===== src/rtl/beta_dmem_arbiter_pkg.sv =====
// Shared types for the data-memory port arbiter.
package beta_dmem_arbiter_pkg;

  localparam int arb_fsm_bsize = 2;

  typedef enum logic [arb_fsm_bsize-1:0] {
    ARB_IDLE = 2'd0,
    ARB_REQ  = 2'd1,
    ARB_RESP = 2'd2
  } arb_state_e;

endpackage


===== src/rtl/beta_dmem_arbiter_if.sv =====
// Requester-side and memory-side buses of the data-memory arbiter.
interface beta_dmem_arbiter_if #(
  parameter int DataWidth    = 32,
  parameter int AddressWidth = 32,
  parameter int NumMasters   = 3
);

  logic [NumMasters-1:0]              m_req_i;
  logic [NumMasters-1:0]              m_we_i;
  logic [NumMasters*AddressWidth-1:0] m_addr_i;
  logic [NumMasters*DataWidth/8-1:0]  m_strb_i;
  logic [NumMasters*DataWidth-1:0]    m_wdata_i;
  logic [NumMasters-1:0]              m_ready_o;
  logic [NumMasters-1:0]              m_valid_o;
  logic                               m_err_o;
  logic [DataWidth-1:0]               m_rdata_o;

  logic                               mem_req_o;
  logic                               mem_we_o;
  logic [AddressWidth-1:0]            mem_addr_o;
  logic [DataWidth/8-1:0]             mem_strb_o;
  logic [DataWidth-1:0]               mem_wdata_o;
  logic                               mem_ready_i;
  logic                               mem_valid_i;
  logic [DataWidth-1:0]               mem_rdata_i;

  modport slave (
    input  m_req_i, m_we_i, m_addr_i, m_strb_i, m_wdata_i,
    input  mem_ready_i, mem_valid_i, mem_rdata_i,
    output m_ready_o, m_valid_o, m_err_o, m_rdata_o,
    output mem_req_o, mem_we_o, mem_addr_o, mem_strb_o, mem_wdata_o
  );

  modport master (
    output m_req_i, m_we_i, m_addr_i, m_strb_i, m_wdata_i,
    output mem_ready_i, mem_valid_i, mem_rdata_i,
    input  m_ready_o, m_valid_o, m_err_o, m_rdata_o,
    input  mem_req_o, mem_we_o, mem_addr_o, mem_strb_o, mem_wdata_o
  );

endinterface


===== src/rtl/beta_rr_arbiter.sv =====
// Combinational round-robin pick: first requester at or after ptr, wrapping.
module beta_rr_arbiter #(
  parameter int  NumMasters = 3,
  localparam int IdxWidth   = $clog2(NumMasters)
) (
  input  logic [NumMasters-1:0] req,
  input  logic [IdxWidth-1:0]   ptr,
  output logic [IdxWidth-1:0]   winner,
  output logic                  req_any
);

  always_comb begin
    int idx;
    winner  = '0;
    req_any = 1'b0;
    idx     = 0;
    for (int i = 0; i < NumMasters; i++) begin
      idx = (int'(ptr) + i) % NumMasters;
      if (!req_any && req[idx]) begin
        req_any = 1'b1;
        winner  = IdxWidth'(idx);
      end
    end
  end

endmodule


===== src/rtl/beta_dmem_arbiter.sv =====
// Round-robin arbiter sharing one data-memory port, with a response watchdog
// that completes a stalled transaction with an error flag.
module beta_dmem_arbiter
  import beta_dmem_arbiter_pkg::*;
#(
  parameter int  DataWidth     = 32,
  parameter int  AddressWidth  = 32,
  parameter int  NumMasters    = 3,
  parameter int  TimeoutCycles = 256,
  localparam int GrantWidth    = $clog2(NumMasters)
) (
  input  logic                  clk_i,
  input  logic                  rst_i,
  beta_dmem_arbiter_if.slave    bus,
  output logic                  busy_o,
  output logic [GrantWidth-1:0] grant_o
);

  localparam int StrbWidth = DataWidth / 8;
  localparam int WdogWidth = $clog2(TimeoutCycles);
  localparam logic [WdogWidth-1:0]  WdogLast   = WdogWidth'(TimeoutCycles - 1);
  localparam logic [GrantWidth-1:0] LastMaster = GrantWidth'(NumMasters - 1);

  arb_state_e              state;
  logic [GrantWidth-1:0]   grant;
  logic [GrantWidth-1:0]   rr_ptr;
  logic [GrantWidth-1:0]   winner;
  logic [GrantWidth-1:0]   grant_next;
  logic                    req_any;
  logic [WdogWidth-1:0]    wdog;
  logic                    we_q;
  logic [AddressWidth-1:0] addr_q;
  logic [StrbWidth-1:0]    strb_q;
  logic [DataWidth-1:0]    wdata_q;
  logic [NumMasters-1:0]   valid_q;
  logic                    err_q;
  logic [DataWidth-1:0]    rdata_q;
  logic [NumMasters-1:0]   grant_onehot;
  logic [AddressWidth-1:0] win_addr;
  logic [StrbWidth-1:0]    win_strb;
  logic [DataWidth-1:0]    win_wdata;

  beta_rr_arbiter #(.NumMasters(NumMasters)) u_rr (
    .req     (bus.m_req_i),
    .ptr     (rr_ptr),
    .winner  (winner),
    .req_any (req_any)
  );

  assign win_addr     = bus.m_addr_i[int'(winner)*AddressWidth +: AddressWidth];
  assign win_strb     = bus.m_strb_i[int'(winner)*StrbWidth +: StrbWidth];
  assign win_wdata    = bus.m_wdata_i[int'(winner)*DataWidth +: DataWidth];
  assign grant_onehot = NumMasters'(1) << grant;
  assign grant_next   = (grant == LastMaster) ? '0 : grant + GrantWidth'(1);

  assign bus.mem_req_o   = (state == ARB_REQ);
  assign bus.mem_we_o    = we_q;
  assign bus.mem_addr_o  = addr_q;
  assign bus.mem_strb_o  = strb_q;
  assign bus.mem_wdata_o = wdata_q;
  // Accept is a same-cycle pass-through of the memory's ready to the granted master.
  assign bus.m_ready_o   = (state == ARB_REQ && bus.mem_ready_i) ? grant_onehot : '0;
  assign bus.m_valid_o   = valid_q;
  assign bus.m_err_o     = err_q;
  assign bus.m_rdata_o   = rdata_q;
  assign busy_o          = (state != ARB_IDLE);
  assign grant_o         = grant;

  always_ff @(posedge clk_i) begin
    if (rst_i) begin
      state   <= ARB_IDLE;
      rr_ptr  <= '0;
      grant   <= '0;
      wdog    <= '0;
      we_q    <= 1'b0;
      addr_q  <= '0;
      strb_q  <= '0;
      wdata_q <= '0;
      valid_q <= '0;
      err_q   <= 1'b0;
      rdata_q <= '0;
    end else begin
      valid_q <= '0;
      err_q   <= 1'b0;
      case (state)
        ARB_IDLE: begin
          if (req_any) begin
            grant   <= winner;
            we_q    <= bus.m_we_i[winner];
            addr_q  <= win_addr;
            strb_q  <= win_strb;
            wdata_q <= win_wdata;
            state   <= ARB_REQ;
          end
        end
        ARB_REQ: begin
          if (bus.mem_ready_i) begin
            wdog  <= '0;
            state <= ARB_RESP;
          end
        end
        ARB_RESP: begin
          // A real response beats a coincident watchdog expiry.
          if (bus.mem_valid_i) begin
            valid_q <= grant_onehot;
            if (!we_q) rdata_q <= bus.mem_rdata_i;
            rr_ptr  <= grant_next;
            state   <= ARB_IDLE;
          end else if (wdog == WdogLast) begin
            valid_q <= grant_onehot;
            err_q   <= 1'b1;
            rr_ptr  <= grant_next;
            state   <= ARB_IDLE;
          end else begin
            wdog <= wdog + WdogWidth'(1);
          end
        end
        default: state <= ARB_IDLE;
      endcase
    end
  end

endmodule

===== src/flat_wrapper.sv =====
// flat-port wrapper written by rule: the top's interface ports become plain ports
module beta_dmem_arbiter_flat import beta_dmem_arbiter_pkg::*;
#(
  parameter int  DataWidth     = 32,
  parameter int  AddressWidth  = 32,
  parameter int  NumMasters    = 3,
  parameter int  TimeoutCycles = 256,
  localparam int GrantWidth    = $clog2(NumMasters)
)
  (clk_i, rst_i, busy_o, grant_o, bus_m_req_i, bus_m_we_i, bus_m_addr_i, bus_m_strb_i, bus_m_wdata_i, bus_mem_ready_i, bus_mem_valid_i, bus_mem_rdata_i, bus_m_ready_o, bus_m_valid_o, bus_m_err_o, bus_m_rdata_o, bus_mem_req_o, bus_mem_we_o, bus_mem_addr_o, bus_mem_strb_o, bus_mem_wdata_o);
  beta_dmem_arbiter_if #(.DataWidth(DataWidth), .AddressWidth(AddressWidth), .NumMasters(NumMasters)) bus_i ();
  input  logic clk_i;
  input  logic rst_i;
  output logic busy_o;
  output logic [GrantWidth-1:0] grant_o;
  input wire logic [$bits(bus_i.m_req_i)-1:0] bus_m_req_i;
  input wire logic [$bits(bus_i.m_we_i)-1:0] bus_m_we_i;
  input wire logic [$bits(bus_i.m_addr_i)-1:0] bus_m_addr_i;
  input wire logic [$bits(bus_i.m_strb_i)-1:0] bus_m_strb_i;
  input wire logic [$bits(bus_i.m_wdata_i)-1:0] bus_m_wdata_i;
  input wire logic [$bits(bus_i.mem_ready_i)-1:0] bus_mem_ready_i;
  input wire logic [$bits(bus_i.mem_valid_i)-1:0] bus_mem_valid_i;
  input wire logic [$bits(bus_i.mem_rdata_i)-1:0] bus_mem_rdata_i;
  output wire logic [$bits(bus_i.m_ready_o)-1:0] bus_m_ready_o;
  output wire logic [$bits(bus_i.m_valid_o)-1:0] bus_m_valid_o;
  output wire logic [$bits(bus_i.m_err_o)-1:0] bus_m_err_o;
  output wire logic [$bits(bus_i.m_rdata_o)-1:0] bus_m_rdata_o;
  output wire logic [$bits(bus_i.mem_req_o)-1:0] bus_mem_req_o;
  output wire logic [$bits(bus_i.mem_we_o)-1:0] bus_mem_we_o;
  output wire logic [$bits(bus_i.mem_addr_o)-1:0] bus_mem_addr_o;
  output wire logic [$bits(bus_i.mem_strb_o)-1:0] bus_mem_strb_o;
  output wire logic [$bits(bus_i.mem_wdata_o)-1:0] bus_mem_wdata_o;
  assign bus_i.m_req_i = bus_m_req_i;
  assign bus_i.m_we_i = bus_m_we_i;
  assign bus_i.m_addr_i = bus_m_addr_i;
  assign bus_i.m_strb_i = bus_m_strb_i;
  assign bus_i.m_wdata_i = bus_m_wdata_i;
  assign bus_i.mem_ready_i = bus_mem_ready_i;
  assign bus_i.mem_valid_i = bus_mem_valid_i;
  assign bus_i.mem_rdata_i = bus_mem_rdata_i;
  assign bus_m_ready_o = bus_i.m_ready_o;
  assign bus_m_valid_o = bus_i.m_valid_o;
  assign bus_m_err_o = bus_i.m_err_o;
  assign bus_m_rdata_o = bus_i.m_rdata_o;
  assign bus_mem_req_o = bus_i.mem_req_o;
  assign bus_mem_we_o = bus_i.mem_we_o;
  assign bus_mem_addr_o = bus_i.mem_addr_o;
  assign bus_mem_strb_o = bus_i.mem_strb_o;
  assign bus_mem_wdata_o = bus_i.mem_wdata_o;
  beta_dmem_arbiter #(.DataWidth(DataWidth), .AddressWidth(AddressWidth), .NumMasters(NumMasters), .TimeoutCycles(TimeoutCycles)) u_core (.clk_i(clk_i), .rst_i(rst_i), .bus(bus_i), .busy_o(busy_o), .grant_o(grant_o));
endmodule

===== config.mk =====
export PLATFORM = sky130hd
export DESIGN_NAME = beta_dmem_arbiter_flat
export DESIGN_NICKNAME = d
export VERILOG_FILES = /design/src/rtl/beta_dmem_arbiter_pkg.sv /design/src/rtl/beta_dmem_arbiter_if.sv /design/src/rtl/beta_rr_arbiter.sv /design/src/rtl/beta_dmem_arbiter.sv /design/src/flat_wrapper.sv
export SDC_FILE = /design/constraint.sdc
export NUM_CORES = 1
export LEC_CHECK = 0
export ABC_AREA = 1
export CAP_MARGIN = 20
export CORE_UTILIZATION = 32
export CTS_BUF_LIST = sky130_fd_sc_hd__clkbuf_4 sky130_fd_sc_hd__clkbuf_8
export DETAILED_ROUTE_END_ITERATION = 7
export PLACE_DENSITY_LB_ADDON = 0.3
export SLEW_MARGIN = 40
export SYNTH_ARGS = -nofsm -noshare
export SYNTH_HDL_FRONTEND = slang
export SYNTH_SLANG_ARGS = --single-unit

===== constraint.sdc =====
create_clock -name clk_i -period 2.65 [get_ports clk_i]
set_input_delay 0.53 -clock clk_i [delete_from_list [all_inputs] [get_ports clk_i]]
set_output_delay 0.53 -clock clk_i [all_outputs]
set_load 0.01 [all_outputs]

== After elaboration in Yosys (flattened, before gate mapping) ==
Index checks and enable logic that the tools add are counted.
W data, S select, Z words.

* $add $sub $neg: 4
* Divide/modulo/power cells: 3
* Magnitude comparators: 4
* Equal/unequal tests: 9
* Shift operators: 4
* Muxes and demuxes: 33
* Bitwise operators: 2
* Reduce and logical (&&, ||, !) cells: 16

{| class="wikitable"
|+ Operators by type and width
! cell !! count
|-
| $shiftx A96 B8 Y32 || 2
|-
| $lt A32 B4 Y1 const B || 3
|-
| $mod A32 B3 Y32 const B || 2
|-
| $mod A3 B3 Y32 const B || 1
|-
| $mux W8 || 3
|-
| $mux W2 || 10
|-
| $pmux W8 S2 || 1
|-
| $shiftx A12 B5 Y4 || 1
|-
| $mux W1 || 11
|-
| $mux W3 || 3
|-
| $add A8 B1 Y8 const B || 1
|-
| $bmux W1 S2 || 4
|-
| $eq A8 B8 Y1 const B || 1
|-
| $ne A2 B2 Y1 const B || 3
|-
| $pmux W2 S3 || 1
|-
| $reduce_and A3 Y1 || 2
|-
| $reduce_bool A2 Y1 || 3
|-
| $eq A2 B2 Y1 const B || 2
|-
| $reduce_and A2 Y1 || 2
|-
| $reduce_and A4 Y1 || 1
|-
| $add A2 B1 Y3 const B || 1
|-
| $add A2 B2 Y3 const B || 1
|-
| $logic_and A1 B1 Y1 || 3
|-
| $lt A2 B3 Y1 const B || 1
|-
| 10 further kinds || 12
|}

* Bits in registers: 119
* Logic and storage cells: 86

== Longest topological paths before layout ==
Gate-level depths: netlist of the first run.

* Depth in word-level cells: 13
* Depth in mapped cells: 15

== Hierarchy ==
From an unflattened synthesis of the first run, not the netlist that was laid out.

* Cell total of the unflattened synthesis: 849
* Area total of the unflattened synthesis: 5789.3 µm²

{| class="wikitable"
|+ Modules (own cells, without submodules)
! module !! times used !! cells an instance !! area each (µm²)
|-
| beta_dmem_arbiter || 1 || 798 || 5549.1
|-
| beta_rr_arbiter || 1 || 51 || 240.2
|}

== Worst setup path before layout of the first run ==
Ideal clock, no wire load.

* Kind: register to register
* Start point: reg u_core.rr_ptr[0]
* End point: reg u_core.addr_q[23], in the netlist u_core.bus.mem_addr_o[23]
* Library setup time: 0.132 ns
* Arrival: 1.861 ns
* Slack: 0.657 ns
* Cell stages (with the launch flop): 14
* Buffers on the path: 1
* Path through: dfxtp_1 -> inv_1 -> ha_1 -> inv_2 -> nand2_1 -> nand3_1 -> nand2_1 -> nand3_1 -> inv_2 -> nand2_2 -> buf_1 -> nand3_1 -> nand3_1 -> a21oi_1

* Longest elaborated chain between the ends: 12

{| class="wikitable"
|+ Ends and longest elaborated chain
! item !! line !! source
|-
| from (decl) || beta_dmem_arbiter.sv:26 || <nowiki>logic [GrantWidth-1:0] rr_ptr;</nowiki>
|-
| from (signal assigned) || beta_dmem_arbiter.sv:107 || <nowiki>rr_ptr <= grant_next;</nowiki>
|-
| from (signal assigned) || beta_dmem_arbiter.sv:112 || <nowiki>rr_ptr <= grant_next;</nowiki>
|-
| parallel branches: the longest is 12 deep, another holds $mod A32 B3 Y32 || -- ||
|-
| to (signal assigned) || beta_dmem_arbiter.sv:90 || <nowiki>addr_q <= win_addr;</nowiki>
|-
| to (decl) || beta_dmem_arbiter.sv:32 || <nowiki>logic [AddressWidth-1:0] addr_q;</nowiki>
|}

Parallel ways; which one is timed is not known. The select of a mux whose other input is x is not followed.
A chain may end at the register's enable or synchronous reset.

== Worst setup path in the final report of the first run ==
* Start point: reg u_core.state[0]
* End point: out bus_m_ready_o[1]

* Longest elaborated chain between the ends: 3

{| class="wikitable"
|+ Ends and longest elaborated chain
! item !! line !! source
|-
| from (decl) || beta_dmem_arbiter.sv:24 || <nowiki>arb_state_e state;</nowiki>
|-
| from (signal assigned) || beta_dmem_arbiter.sv:71 || <nowiki>state <= ARB_IDLE;</nowiki>
|-
| from (signal assigned) || beta_dmem_arbiter.sv:93 || <nowiki>state <= ARB_REQ;</nowiki>
|-
| from (signal assigned) || beta_dmem_arbiter.sv:99 || <nowiki>state <= ARB_RESP;</nowiki>
|-
| $eq A2 B1 Y1 || beta_dmem_arbiter.sv:62 || <nowiki>assign bus.m_ready_o = (state == ARB_REQ && bus.mem_ready_i) ? grant_onehot : '0;</nowiki>
|-
| $logic_and A1 B1 Y1 || beta_dmem_arbiter.sv:62 ||
|-
| $mux W3 || beta_dmem_arbiter.sv:62 ||
|-
| to (decl) || flat_wrapper.sv:24 || <nowiki>output wire logic [$bits(bus_i.m_ready_o)-1:0] bus_m_ready_o;</nowiki>
|}

No other way between the ends.

==> key figures, run 1 <==
Outcome
  – Result of the run: finished, final reports clean

Die
  – IO Count: 358
  – Die height: 147 um
  – # rows: 52
  – Initial Util: 32.8%
  – Die width: 147 um
  – Core Area: 20400 um2
  – DIE AREA: 21500 um2

Placed design
  – Dpl cell area: 10600 um2
  – Post-DP HPWL: 18.3 mm
  – # placed instances: about 1700
  – I/O Buffers: 357
  – Placer congestion estimate: 0.864

Power and ir drop
  – Seq pwr share: between 30 and 40%
  – P_leak: 5.15 nW
  – Logic pwr share: 35.0%
  – Switching fraction of total power: about a third
  – Internal power: about 3.9 mW
  – Design Power: 5.87 mW
  – Switch Pwr: 1.97 mW
  – Pwr per Cell Area: 535 nW/um2
  – Clock Power Share: 29.3%
  – Worst vdd ir: ~0.00032 V

Route
  – Pre-Repair DR Iteration Count: 5
  – DRC viols: 0
  – Total number of vias: 8058
  – Total wire length: 25.9 mm
  – Routed len/inst: 15.1 um
  – Via density: 4.69
  – Drt first-iter violations: roughly 400
  – Antenna-violating nets left: 0

Critical path
  – WP data arrival: 1.88 ns
  – Critical setup path kind: reg -> out
  – Startpoint Class: flip-flop
  – Crit Path Max Fanout: 5
  – Crit end category: primary output
  – Required time worst endpoint: 2.12 ns

Timing
  – Clock Skew: 0.0143 ns
  – Setup TNS: 0 ns
  – Final Hold Fails: 0
  – Worst slew pin tran: 0.867 ns
  – Ratio of final minimum period to clock period: 90.9%
  – Final Max Tran Viols: 0
  – Endpoints failing setup: 0
  – Minimum clock period: approximately 2.4 ns
  – Rel. slew slack: 42.2%
  – Fmax: roughly 410 MHz
  – RSZ-0062 raised after global routing: no

Global route
  – Largest net degree at the start of global routing: 70
  – Vias in the first global route: 7396
  – All-Layer GR Usage: between 20% and 30%
  – Antenna violations before repair: 1
  – GRT Residual Overflow: 0
  – Global-route wire length before repair: 39.8 mm

Yosys
  – Count of different cell masters after synthesis: 27
  – Syn nets: roughly 1400
  – Register area share after synthesis: a little over a third
  – Number of synthesized flops with an enable pin: 0
  – Yosys reg bits: around 120
  – Post-synth ARST share: 0%
  – Top FF cell, synth: dfxtp_1
  – Post-Syn Area: 6690 um2
  – Ys Warns: 0
  – Avg Inst Size Synth: just over 6 um2
  – Post-Synthesis Cells: 1101

CTS
  – CTS tree: built
  – CTS Buffer Depth: 2
  – Inserted Clock Buffers: 17
  – Clk pin slew, worst setup/hold paths: 0.08 ns
  – Clk sink count: ~120
  – Max H-tree Level: 4
  – Clock root buffer master: clkbuf_8
  – Clock insertion delay at the later pin of the skew report: 0.44 ns
  – Hold_buf cts: 0

Cells and area
  – Design area: 11000 um2
  – Final Non-Filler Cells: 1717
  – Nets@finish: 1683
  – Layout fillers: between 2000 and 2500
  – Area growth syn-to-layout: 64.2%
  – Layout cells sized above 1: under 10%

Flow run
  – Maximum capacitance violations: 0

Worst hold path
  – Hold WC Path Type: reg -> reg
worst max-delay path, stage by stage, from the launching register on:
cell	delay (ns)
dfxtp_1	0.33
inv_1	0.05
nor2_1	0.19
nand2_1	0.19
nor2_1	0.14
clkdlybuf4s50_1	0.55
cells in the final DEF (no fill, tap or decap), types with 3 or more instances in the layout:
cell type,Yosys,final
dfxtp_1,119,119
nand3_1,215,215
nor2_1,82,82
buf_4,2,10
ha_1,5,5
inv_1,224,224
nand2_1,235,234
nor3_1,5,4
inv_2,5,5
nand2_2,4,5
inv_6,0,4
buf_12,0,10
o21ai_0,44,44
xor2_1,3,3
clkdlybuf4s50_1,0,356
a21oi_1,82,82
clkinv_2,0,3
clkbuf_8,0,19
registers in the layout, indices dropped and copies added, names as in the netlist:
signal	cells
u_core.grant_o	2
u_core.bus.mem_strb_o	4
u_core.bus.mem_addr_o	32
u_core.bus.m_err_o	1
u_core.bus.m_valid_o	3
u_core.bus.m_rdata_o	32
u_core.bus.mem_wdata_o	32
u_core.state	2
u_core.bus.mem_we_o	1
u_core.rr_ptr	2
u_core.wdog	8
synth_stat cells, types with 3 or more instances:
cell type	count	area share (%)
a21oi_1	82	6.1
buf_2	33	2.5
buf_6	3	0.51
clkbuf_1	26	1.5
dfxtp_1	119	36
ha_1	5	0.94
inv_1	224	13
inv_2	5	0.28
nand2_1	235	13
nand2_2	4	0.37
nand3_1	215	16
nor2_1	82	4.6
nor3_1	5	0.37
o21ai_0	44	3.3
xor2_1	3	0.39
metal layers:
metal | up-vias | track usage [%] | wire length [um]
li1 | 4066 | - | -
met1 | 3627 | 29.5 | 10900
met2 | 330 | 38.5 | 12200
met3 | 35 | 6.81 | 2080
met4 | 0 | 8.70 | 608
met5 | - | 0 | 0
area by class of cell:
class	count	area [um2]	share of cell area, %
flip-flops and latches	119	2380	21.7
clock inverters	13	143	1.30
inverters	229	860	7.83
repair buffers	378	3850	35.1
clock buffers	19	262	2.38
diodes	2	5.00	0.0456
multi-input cells	687	3130	28.5
well taps	270	338	3.08
power by group through the flow:
stage / sequential, mW / clock [mW] / combinational [mW]
floorplan: 2.21 / 0 / 0.873
finish: 2.09 / 1.72 / 2.06
global placement: 2.13 / 0 / 2.05
detailed placement: 2.13 / 0 / 2.06
CTS: 2.09 / 1.77 / 2.07
global route: 2.12 / 1.86 / 2.25
cells by family after synthesis:
family / synth area share, %
AND/OR/NAND/NOR: 35.4
buffers and inverters: 17.6
AO/OA/AOI/OAI: 9.97
flip-flops: 35.6
adder cells (fa/ha/maj): 0.936
XOR/XNOR: 0.393
what timing repair did:
item / CTS / global route
endpoints found under the setup margin: 0 / 23
endpoints found under the hold margin: 0 / 0
buffers inserted: 0 / 0
gates resized for setup: 0 / 1
final timing paths:
kind	from	endpoint	slack [ns]	cells past startpoint
max	u_core.state[0]	bus_m_ready_o[1]	0.24	5
min	u_core.wdog[0]	u_core.wdog[0]	0.48	1
max reg2reg	u_core.rr_ptr[0]	u_core.bus.mem_addr_o[25]	0.30	13
min reg2reg	u_core.wdog[0]	u_core.wdog[0]	0.48	1
metrics by stage:
stage                     utilization (%)  setup slack [ns]  hold slack [ns]
after detailed placement             51.9             0.121            0.469
final                                53.9             0.240            0.478
after global placement               51.9             0.174            0.465
after global routing                 53.9            0.0281            0.526
after floorplan                         -             0.657            0.443
after CTS                            53.9             0.208            0.480
Power figures use the tool's default switching activity.
==> run 2: changes to the inputs <==
Settings changed: PLACE_DENSITY_LB_ADDON 0.3 to 0.2.
==> key figures, run 2 (synthesis gave the netlist of run 1 again) <==
Route
  – Via density: roughly 4.6
  – Drt first-iter violations: 343
  – Pre-Repair DR Iteration Count: 5
  – Antenna-violating nets left: 0
  – Routed len/inst: 15.4 um
  – Total wire length: 26.4 mm
  – DRC viols: 0
  – Total number of vias: 7970

Worst hold path
  – Worst hold path startpoint: u_core.wdog[0]
  – Hold WC Path Type: reg -> reg

Timing
  – Setup TNS: 0 ns
  – Final Max Tran Viols: 0
  – Endpoints failing setup: 0
  – Worst slew pin tran: 0.616 ns
  – Rel. slew slack: between 50% and 60%
  – Final Hold Fails: 0
  – Minimum clock period: 2.40 ns
  – Ratio of final minimum period to clock period: between 90% and 100%
  – RSZ-0062 raised after global routing: no
  – Fmax: a little over 400 MHz
  – Clock Skew: between 0.01 and 0.015 ns

CTS
  – Setup bufs post-CTS: 0
  – CTS Buffer Depth: 2
  – Clk sink count: 119
  – # resized after CTS: 0
  – Hold_buf cts: 0
  – Max H-tree Level: 4
  – Inserted Clock Buffers: 17
  – CTS tree: built
  – Clock insertion delay at the later pin of the skew report: around 0.45 ns
  – Clk pin slew, worst setup/hold paths: ~0.090 ns
  – Clock root buffer master: clkbuf_8

Critical path
  – CP Cell Sequence: inv_1 > nor2_1 > nand2_1 > nor2_1 > clkdlybuf4s50_1
  – Max incr delay on CP: 0.58 ns
  – Critical setup path kind: reg -> out
  – Startpoint Class: flip-flop
  – Crit path max-delay cell type: clkdlybuf4s50_1
  – Crit path launch: u_core.state[0]
  – Crit Path Max Fanout: 5
  – Critical R2R Launch: u_core.rr_ptr[0]
  – Crit end category: primary output
  – WP data arrival: 1.87 ns
  – CP top delay family: buffers and inverters
  – Required time worst endpoint: 2.12 ns
  – Most used cell, CP: nor2_1
  – Critical path buffers and inverters: 2

Outcome
  – Result of the run: finished, final reports clean

Die
  – Die height: 147 um
  – Initial Util: 32.8%
  – # rows: 52
  – IO Count: 358
  – DIE AREA: 21500 um2
  – Die width: 147 um
  – Core Area: about 20000 um2

Cells and area
  – Nets@finish: 1681
  – Final core occ: ~54%
  – Area growth syn-to-layout: 64.5%
  – Layout fillers: between 2000 and 2500
  – Most frequent cells in the layout: clkdlybuf4s50_1, nand2_1, inv_1, nand3_1, dfxtp_1
  – Final Non-Filler Cells: 1716
  – Layout cells sized above 1: 4.50%
  – Most common cell after layout, fill and taps aside: clkdlybuf4s50_1

Global route
  – Vias in the first global route: roughly 7600
  – Global-route wire length before repair: between 40 and 50 mm
  – Largest net degree at the start of global routing: 70
  – GRT Residual Overflow: 0
  – All-Layer GR Usage: between 20% and 30%
  – Antenna violations before repair: 3

Power and ir drop
  – Design Power: ~6.1 mW
  – Worst vdd ir: 0.000281 V
  – P_leak: 5.16 nW
  – Pwr per Cell Area: approximately 550 nW/um2

Placed design
  – I/O Buffers: 357
  – Placer congestion estimate: between 0.8 and 0.9
  – # placed instances: 1681
  – Post-DP HPWL: 18.2 mm

Flow run
  – Maximum capacitance violations: 0
-- run 2: cell types whose count changed in the layout (fill, tap and decap cells not counted), moves of 2 or more --
cell / delta
clkbuf_8: -2
clkinv_4: +3
clkinv_2: -3
bufinv_16: +2
-- run 2: worst paths after layout --
check | to | slack (ns) | cells after the start
hold reg to reg | u_core.wdog[0] | 0.50 | 1
setup reg to reg | u_core.bus.mem_wdata_o[10] | 0.33 | 13
hold / removal | u_core.wdog[0] | 0.50 | 1
setup / recovery | bus_m_ready_o[1] | 0.25 | 5
-- run 2: through the flow --
stage / setup slack (ns) / instance area [um2] / hold slack (ns)
floorplan: 0.657 / 6690 / 0.443
global placement: 0.159 / 10500 / 0.463
detailed placement: 0.145 / 10500 / 0.474
CTS: 0.176 / 11000 / 0.496
global route: 0.0582 / 11000 / 0.529
finish: 0.245 / 11000 / 0.502
-- run 2: area by class of cell --
cell class              count  area, um2  share of cell area, %
flip-flops and latches    119       2380                   21.7
clock buffers              17        234                   2.13
clock inverters            15        215                   1.96
repair buffers            376       3830                   34.8
multi-input cells         687       3140                   28.5
well taps                 270        338                   3.07
inverters                 229        860                   7.81
diodes                      3       7.51                 0.0682
-- run 2: metal layers --
metal | GRT usage, % | wire, um
met1 | 29.9 | 11000
met2 | 40.2 | 12500
met3 | 7.12 | 2290
met4 | 10.0 | 629
met5 | 0 | 0
-- run 2: power breakdown --
part / total, mW / switching (mW) / internal [mW] / leakage (nW)
Combinational: 2.04 / 1.03 / 1.02 / 3.96
Clock: 1.93 / 0.888 / 1.05 / 0.222
Sequential: 2.09 / 0.109 / 1.98 / 0.975
Total: 6.07 / 2.02 / 4.05 / 5.16
==> run 3: changes to the inputs <==
Settings changed: CORE_MARGIN set to 2.
==> key figures, run 3 (synthesis gave the netlist of run 1 again) <==
Outcome
  – Result of the run: finished, final reports clean

Cells and area
  – Most frequent cells in the layout: clkdlybuf4s50_1, nand2_1, inv_1, nand3_1, dfxtp_1
  – Layout cells sized above 1: under 10%
  – Register area: 2380 um2
  – Layout fillers: 2052
  – Most common cell after layout, fill and taps aside: clkdlybuf4s50_1
  – Design area: 11000 um2
  – Area growth syn-to-layout: 63.9%
  – Multi-input logic area: 3130 um2
  – Nets@finish: 1683

Route
  – Total wire length: 26.8 mm
  – DRC viols: 0
  – Total number of vias: 8015
  – Routed len/inst: around 16 um
  – Antenna-violating nets left: 0
  – Pre-Repair DR Iteration Count: 5
  – Via density: 4.67
  – Drt first-iter violations: 480

Flow run
  – Maximum capacitance violations: 0

Die
  – Die height: approximately 150 um
  – Core Area: approximately 20000 um2
  – # rows: 52
  – Initial Util: 32.8%
  – Die width: 149 um
  – DIE AREA: ~22000 um2
  – IO Count: 358

Placed design
  – I/O Buffers: 357
  – Dpl cell area: 10500 um2
  – Post-DP HPWL: roughly 18 mm
  – Placer congestion estimate: 0.878

Timing
  – Fmax: 418 MHz
  – RSZ-0062 raised after global routing: no
  – Worst slew pin tran: 0.623 ns
  – Setup TNS: 0 ns
  – Final Max Tran Viols: 0
  – Minimum clock period: 2.39 ns
  – Hold slack: 0.485 ns
  – Endpoints failing setup: 0
  – Ratio of final minimum period to clock period: 90.3%
  – Final Hold Fails: 0
  – Clock Skew: 0.0165 ns
  – Rel. slew slack: 58.4%

Power and ir drop
  – Clock Power Share: 30.0%
  – Logic pwr share: about a third
  – Worst vdd ir: between 0.0003 and 0.0004 V
  – Seq pwr share: 35.2%
  – Switch Pwr: 2.05 mW
  – Internal power: between 3 and 4 mW
  – P_leak: 5.16 nW
  – Pwr per Cell Area: approximately 540 nW/um2
  – Switching fraction of total power: 34.6%

CTS
  – CTS tree: built
  – Inserted Clock Buffers: 17
  – Clk pin slew, worst setup/hold paths: 0.08 ns
  – Clock root buffer master: clkbuf_8
  – Clk sink count: 119
  – Clock insertion delay at the later pin of the skew report: between 0.4 and 0.5 ns
  – Max H-tree Level: 4
  – Hold_buf cts: 0
  – CTS Buffer Depth: 2

Global route
  – GRT Residual Overflow: 0
  – Global-route wire length before repair: 40.9 mm
  – Antenna violations before repair: 1
  – All-Layer GR Usage: 23.6%
  – Largest net degree at the start of global routing: 70
  – Vias in the first global route: 7619

Critical path
  – Critical path buffers and inverters: 2
  – Max incr delay on CP: 0.56 ns
  – WP data arrival: ~1.9 ns
  – Crit end category: primary output
  – Crit Path Max Fanout: 5
  – Most used cell, CP: nor2_1
  – CP Cell Sequence: inv_1 > nor2_1 > nand2_1 > nor2_1 > clkdlybuf4s50_1
  – Critical setup path kind: reg -> out
  – Crit path max-delay cell type: clkdlybuf4s50_1
  – CP top delay family: buffers and inverters
  – Required time worst endpoint: 2.12 ns
  – Startpoint Class: flip-flop

Worst hold path
  – Hold WC Path Type: reg -> reg
[run 3: changes by cell type in the layout (fill, tap and decap cells not counted), sizes merged]
cell / before / now
dlymetal6s2s: 0 / 1
clkdlybuf4s50: 356 / 355
buf: 20 / 21
bufinv: 4 / 2
clkbuf: 17 / 19
clkinv: 5 / 2
clkinvlp: 1 / 2
diode: 3 / 2
inv: 234 / 237
[run 3: routing by layer]
layer  up-vias  routed length [um]  global-route usage [%]
li1       4064                   -                       -
met1      3551               11200                    29.7
met2       348               12500                    38.1
met3        52                2400                    6.78
met4         0                 786                    9.67
met5         -                   0                       0
[run 3: per-stage QoR]
step | utilization [%] | total power, mW | worst slack [ns] | cells
CTS | 53.6 | 5.96 | 0.123 | 1714
detailed placement | 51.7 | 4.17 | 0.0380 | 1682
global route | 53.8 | 6.26 | 0.0411 | 1715
floorplan | - | 3.08 | 0.657 | 1101
finish | 53.8 | 5.92 | 0.257 | 1717
global placement | 51.7 | 4.16 | 0.105 | 1682
[run 3: final cells by class]
type                    instances  share of cell area [%]
repair buffers                378                    35.0
multi-input cells             687                    28.6
flip-flops and latches        119                    21.7
inverters                     229                    7.84
well taps                     270                    3.08
clock buffers                  18                    2.20
clock inverters                14                    1.47
diodes                          2                  0.0457
[run 3: power groups by stage]
stage / Combinational (mW) / Clock (mW) / Sequential (mW)
2_1_floorplan: 0.873 / 0 / 2.21
5_1_grt: 2.25 / 1.90 / 2.11
6_report: 2.06 / 1.78 / 2.09
3_5_place_dp: 2.04 / 0 / 2.13
4_1_cts: 2.05 / 1.82 / 2.09
3_3_place_gp: 2.03 / 0 / 2.12
[run 3: worst register-to-register path, cell delays in order, from the launching register on]
cell and delay (ns):
dfxtp_1 0.39, inv_1 0.08, ha_1 0.41, inv_2 0.14
nand2_1 0.06, nand3_1 0.08, nand2_1 0.09, nand3_1 0.13
nand2_2 0.12, inv_2 0.11, buf_12 0.27, nand3_1 0.21
nand2_1 0.08, inv_1 0.03, a21oi_1 0.12
[run 3: what timing repair did]
action,4_1_cts,5_1_grt
endpoints found under the setup margin,0,2
resized for setup,0,1
setup buffers,0,0
[run 3: worst paths after layout]
path	endpoint	cells after the start	slack (ns)	startpoint
max	bus_m_ready_o[2]	5	0.26	u_core.state[0]
min	u_core.wdog[0]	1	0.48	u_core.wdog[0]
max reg2reg	u_core.bus.mem_wdata_o[28]	14	0.27	u_core.rr_ptr[0]
min reg2reg	u_core.wdog[0]	1	0.48	u_core.wdog[0]
==> patch 1, RTL diff (config.mk and constraints of run 2) <==
The 3 states of `arb_state_e` get a one-hot encoding in 3 bits.
--- a/src/rtl/beta_dmem_arbiter_pkg.sv
+++ b/src/rtl/beta_dmem_arbiter_pkg.sv
@@ -4,8 +4,8 @@
   localparam int arb_fsm_bsize = 2;
 
-  typedef enum logic [arb_fsm_bsize-1:0] {
-    ARB_IDLE = 2'd0,
-    ARB_REQ  = 2'd1,
-    ARB_RESP = 2'd2
+  typedef enum logic [2:0] {
+    ARB_IDLE = 3'b001,
+    ARB_REQ  = 3'b010,
+    ARB_RESP = 3'b100
   } arb_state_e;
 
Function: same outputs for any inputs over 4 cycles, from zero or initial values and one cycle with rst_i high; so few cycles prove little.
==> patch 1 against run 2 <==
Largest power group is now combinational logic. Core utilization is 0.58 points lower. Worst setup slack got worse by 15 ps. Cell area up 2.8%. Area after synthesis increased by 4.1%. Synthesized cell count up 1.7%. Routed wire length is 0.14% lower. Count of clock-buffer cells in the layout increased by 1. Total power increased by 3.2%. Sequential cell count is 1 higher. Final cell count is 1.7% higher.
==> patch 1: results (changes against run 2) <==
Min path
  – Hold path depth: 2 (+1)
  – Hold Startpoint: rst_i
  – Hold endpoint: u_core.state[2]$_SDFFE_PP0P_
  – Tightest Hold Check Type: in -> reg

CTS
  – Clock-pin slew on the worst setup and hold paths: 70 ps (-20 ps)
  – CTS HTree Levels: 4 (unchanged)
  – Clk buf depth: 2 (unchanged)
  – Clk_lat worst skew: 440 ps
  – CTS Buf Count: 17 (unchanged)
  – Clk root buf: clkbuf_8
  – CTS resizes: 0 (unchanged)
  – # Post-CTS Setup Buffers: 0 (unchanged)

Setup path
  – Critical Path Start: u_core.state[1]$_SDFFE_PP0P_
  – Worst EP arrival: 1890 ps (+20 ps)
  – R2R depth: 14 (+1)
  – Crit Reg-Reg Endpoint: u_core.bus.mem_wdata_o[2]$_SDFFE_PP0P_
  – Crit path to: bus_m_ready_o[0]
  – CP peak stage delay: 560 ps (-20 ps)
  – Reg2Reg Setup Slack: 270 ps (-60 ps)
  – Slowest cell on crit path: clkdlybuf4s50_1
  – Max FO, Critical Path: 4 (-1)
  – FF-to-FF Start: u_core.rr_ptr[0]$_SDFFE_PP0P_
  – CP delay by family, top: buffers and inverters

Power
  – P_seq: 0.00214 W (+2%)
  – Max VDD drop: 0.2840 mV (+1.1%)
  – Static leakage: 5.266 nW (+2.1%)
  – Clk. pwr: 0.00189 W (-2%)
  – P_sw: 0.002040 W (+0.73%)

Global route
  – Largest net degree at the start of global routing: 64 (-8.6%)
  – Global Route Usage Sum: 23.49% (-1.0 points)
  – Vias in the first global route: 7706 (+2.0%)
  – Antenna violations before repair: 0 (-3)
  – First-pass GRT wire length: 40.74 mm (-1.5%)

Place
  – Port Buf Inserts: 357 (unchanged)
  – Final Wtd Congestion: 0.8547 (-1.3%)
  – Hpwl dp: 19.03 mm (+4.8%)

Yosys
  – Synth top area cells: dfxtp_1, inv_1, nand3_1, nand2_1, nor2_1
  – Synth top cells by count: inv_1, nand2_1, nand3_1, nor2_1, dfxtp_1
  – Synth cell types: 31 (+15%)
  – Synthesized Nets: 1371 (+1.4%)
  – Yosys warning count: 0 (unchanged)
  – Async S/R FF share, synth: 0% (unchanged)
  – Register area share after synthesis: 34.53% (-1.1 points)

Cells and area
  – Antenna diodes: 0 (-3)
  – Ratio of cells with drive above 1 in the final layout: 5.170% (+0.67 points)
  – Final net count: 1708 (+1.6%)
  – Fillers: 2105 (+3.0%)

Timing
  – Setup violators final: 0 (unchanged)
  – Worst Tran Pin Value: 559.6 ps (-56.13 ps)
  – Skew final: 14.10 ps (-0.5933 ps)

Run status
  – Status: finished, final reports clean

Drt
  – Routed WL: 26.32 mm (-0.14%)
  – Pre-antenna DRT Iters: 4 (-1)
  – Routed vias/inst: 4.593 (-1.1%)
  – Drt first-iter violations: 314 (-8.5%)
==> patch 1: worst reg2reg max path: stages, from the launching register on <==
cell and delay [ps]:
dfxtp_1 400, inv_1 80, ha_2 400, inv_2 80, nand2_1 60, nand3_1 80
nand2_1 140, nand3_1 160, nand2_4 150, buf_12 170, buf_4 190, buf_4 110
nor2_1 30, a21boi_1 110, a21oi_1 80
==> patch 1: metal layers <==
| layer | part of all wire, % | track usage, % |
|---|---|---|
| met5 | 0 | 0 |
| met4 | 2.5 | 8.469 |
| met3 | 9.6 | 7.165 |
| met2 | 47 | 40.19 |
| met1 | 41 | 27.46 |
==> patch 1: final cells by class <==
type	instances	share of cell area, %
repair buffers	384	34.27
multi-input cells	705	29.90
flip-flops and latches	120	21.25
inverters	229	7.603
well taps	275	3.043
clock buffers	18	2.191
clock inverters	14	1.737
==> patch 1: kinds of logic (layout without fill, tap and decap cells) <==
logic type      after synthesis  count (layout)  synth area share (%)
simple gates                500             500                 30.55
buf+inv                     295             645                 17.03
compound gates              197             197                 16.62
flops                       120             120                 34.53
fa+ha+maj                     5               5                0.8991
xor+xnor                      3               3                0.3777
==> patch 1: stage by stage <==
stage | cell area, um^2 | setup slack (ps) | hold WS [ps] | instances | total power [W]
after floorplan | 6958 | 660.7 | 448.0 | 1120 | 0.003252
after global placement | 10860 | 148.3 | 467.1 | 1713 | 0.004409
after detailed placement | 10860 | 110.6 | 475.2 | 1713 | 0.004430
after CTS | 11300 | 191.5 | 457.3 | 1745 | 0.006349
after global routing | 11310 | 51.63 | 481.7 | 1745 | 0.006653
final | 11310 | 229.7 | 479.8 | 1745 | 0.006266
==> patch 2, RTL diff (settings of run 2) <==
Made on the original files. `NumMasters` is set to 3 in 4 places; all go to 2.
--- a/src/rtl/beta_dmem_arbiter_if.sv
+++ b/src/rtl/beta_dmem_arbiter_if.sv
@@ -3,5 +3,5 @@
   parameter int DataWidth    = 32,
   parameter int AddressWidth = 32,
-  parameter int NumMasters   = 3
+  parameter int NumMasters   = 2
 );
 
--- a/src/rtl/beta_rr_arbiter.sv
+++ b/src/rtl/beta_rr_arbiter.sv
@@ -1,5 +1,5 @@
 // Combinational round-robin pick: first requester at or after ptr, wrapping.
 module beta_rr_arbiter #(
-  parameter int  NumMasters = 3,
+  parameter int  NumMasters = 2,
   localparam int IdxWidth   = $clog2(NumMasters)
 ) (
--- a/src/rtl/beta_dmem_arbiter.sv
+++ b/src/rtl/beta_dmem_arbiter.sv
@@ -6,5 +6,5 @@
   parameter int  DataWidth     = 32,
   parameter int  AddressWidth  = 32,
-  parameter int  NumMasters    = 3,
+  parameter int  NumMasters    = 2,
   parameter int  TimeoutCycles = 256,
   localparam int GrantWidth    = $clog2(NumMasters)
--- a/src/flat_wrapper.sv
+++ b/src/flat_wrapper.sv
@@ -4,5 +4,5 @@
   parameter int  DataWidth     = 32,
   parameter int  AddressWidth  = 32,
-  parameter int  NumMasters    = 3,
+  parameter int  NumMasters    = 2,
   parameter int  TimeoutCycles = 256,
   localparam int GrantWidth    = $clog2(NumMasters)
Ports: changed (8 resized); port bits go from 358 to 285. No check against the original RTL was run, so the function may have changed too.
==> patch 2 against run 2 <==
Core utilization up 0.25 points. Global-route usage down 4.4 points. Routed wire length down 37%. Critical endpoint unchanged. Largest cell class unchanged. Worst setup slack better by 45 ps. Sequential cell count down 3. Maximum frequency up 1.9%. Clock skew down 6.4 ps. Total power down 17%. Non-clock buffer count down 83. Area after synthesis down 23%. Cell area down 22%. Synthesized cell count down 36%. Final cell count down 30%.
==> patch 2: results (changes against run 2) <==
Setup path
  – Reg2Reg Setup Slack: 1010 ps (+680 ps)
  – R2R depth: 7 (-6)
  – Slowest cell on crit path: clkdlybuf4s50_1
  – FF-to-FF Start: u_core.state[0]$_SDFFE_PP0P_
  – Crit Reg-Reg Endpoint: u_core.bus.mem_addr_o[8]$_SDFFE_PP0P_
  – Worst EP arrival: 1830 ps (-40 ps)
  – Critical Path Start: bus_mem_ready_i
  – CP peak stage delay: 540 ps (-40 ps)
  – Max FO, Critical Path: 9 (+4)

Yosys
  – Async S/R FF share, synth: 0% (unchanged)
  – Yosys warning count: 0 (unchanged)
  – Synth top area cells: dfxtp_1, nand2_1, o211ai_1, nand3_1, nor2_1
  – Register area share after synthesis: 45.06% (+9.4 points)
  – Synth cell types: 25 (-7.4%)
  – Synth top cells by count: nand2_1, dfxtp_1, nor2_1, nand3_1, o211ai_1
  – Synthesized Nets: 887 (-34%)

Min path
  – Hold Startpoint: u_core.bus.mem_strb_o[1]$_SDFFE_PP0P_
  – Hold path depth: 2 (+1)
  – Hold endpoint: u_core.bus.mem_strb_o[1]$_SDFFE_PP0P_

Drt
  – Drt first-iter violations: 205 (-40%)
  – Routed vias/inst: 4.485 (-3.4%)
  – Avg WL per Cell: 13.83 um (-10%)
  – Pre-antenna DRT Iters: 4 (-1)

Power
  – Max VDD drop: 0.2440 mV (-13%)
  – Static leakage: 3.781 nW (-27%)

Global route
  – Vias in the first global route: 5220 (-31%)
  – Largest net degree at the start of global routing: 70 (unchanged)
  – Global Route Usage Sum: 20.07% (-4.4 points)
  – First-pass GRT wire length: 25.92 mm (-37%)
  – Antenna violations before repair: 0 (-3)

Place
  – Final Wtd Congestion: 0.7908 (-8.7%)
  – Hpwl dp: 11.44 mm (-37%)
  – Port Buf Inserts: 284 (-20%)
  – Placed instance area: 8124 um^2 (-23%)

CTS
  – CTS HTree Levels: 4 (unchanged)
  – Clk_lat worst skew: 440 ps
  – Clock-pin slew on the worst setup and hold paths: 70 ps (-20 ps)
  – Clk buf depth: 2 (unchanged)

Timing
  – Hold Slack: 495.6 ps (-6.377 ps)
  – Worst Tran Pin Value: 547.9 ps (-67.89 ps)
  – Setup violators final: 0 (unchanged)
  – Skew final: 8.320 ps (-6.378 ps)

Cells and area
  – Antenna diodes: 0 (-3)
  – Final net count: 1151 (-32%)
  – Ratio of cells with drive above 1 in the final layout: 7.801% (+3.3 points)

Run status
  – Status: finished, final reports clean
[patch 2: cell count changes after synthesis, moves of 34 or more]
cell             run 2  this run
a21oi_1             82         6
o21ai_1              1        35
o211ai_1             0        69
nand3_1            215        80
o21ai_0             44         2
nand2_1            235       167
inv_1              224        62
[patch 2: logic make-up after synthesis]
| kind of cell | synth area share [%] |
|---|---|
| flip-flops | 45.06 |
| AO/OA/AOI/OAI | 14.66 |
| AND/OR/NAND/NOR | 28.23 |
| adder cells (fa/ha/maj) | 0.2427 |
| buffers and inverters | 11.80 |
[patch 2: worst max-delay path by stage]
stage                       endpoint
finish              bus_m_ready_o[1]
global route        bus_m_ready_o[1]
CTS                 bus_m_ready_o[1]
detailed placement  bus_m_ready_o[1]
global placement    bus_m_ready_o[0]
floorplan           bus_m_ready_o[0]
[patch 2: report_power, final]
group | internal [W] | switching, W | total [W]
registers | 0.00189 | 0.0000758 | 0.00197
clock network | 0.00121 | 0.000711 | 0.00192
logic | 0.000642 | 0.000508 | 0.00115
[patch 2: final cells by class]
| type | count | area [um^2] |
|---|---|---|
| fillers | 1531 | 7237 |
| repair buffers | 293 | 2985 |
| flip-flops and latches | 116 | 2322 |
| multi-input cells | 461 | 2223 |
| inverters | 85 | 322.8 |
| clock buffers | 23 | 291.5 |
| well taps | 216 | 270.3 |
| clock inverters | 9 | 175.2 |
[patch 2: worst reg2reg max path, stage by stage, from the launching register on]
cell and delay, ps:
dfxtp_1 310, inv_2 70, nand2_1 120, nor2_4 350, buf_4 380, nand3_1 150
o211ai_1 120, inv_2 40
[patch 2: layer usage]
layer	share of wire [%]	vias up	GRT usage, %	routed length, um
met5	0	-	0	0
met4	2.7	0	8.858	444
met3	9.2	30	7.942	1527
met2	46	178	34.47	7724
met1	42	2365	21.85	6937
li1	-	2822	-	-
[patch 2: through the flow]
stage	util [%]	worst slack [ps]	instances	total power, W
5_1_grt	54.28	200.8	1203	0.005291
3_3_place_gp	51.33	271.9	1171	0.003157
4_1_cts	54.28	273.2	1203	0.005112
6_report	54.28	290.6	1203	0.005039
2_1_floorplan	-	1197	710	0.002503
3_5_place_dp	51.33	280.0	1171	0.003164
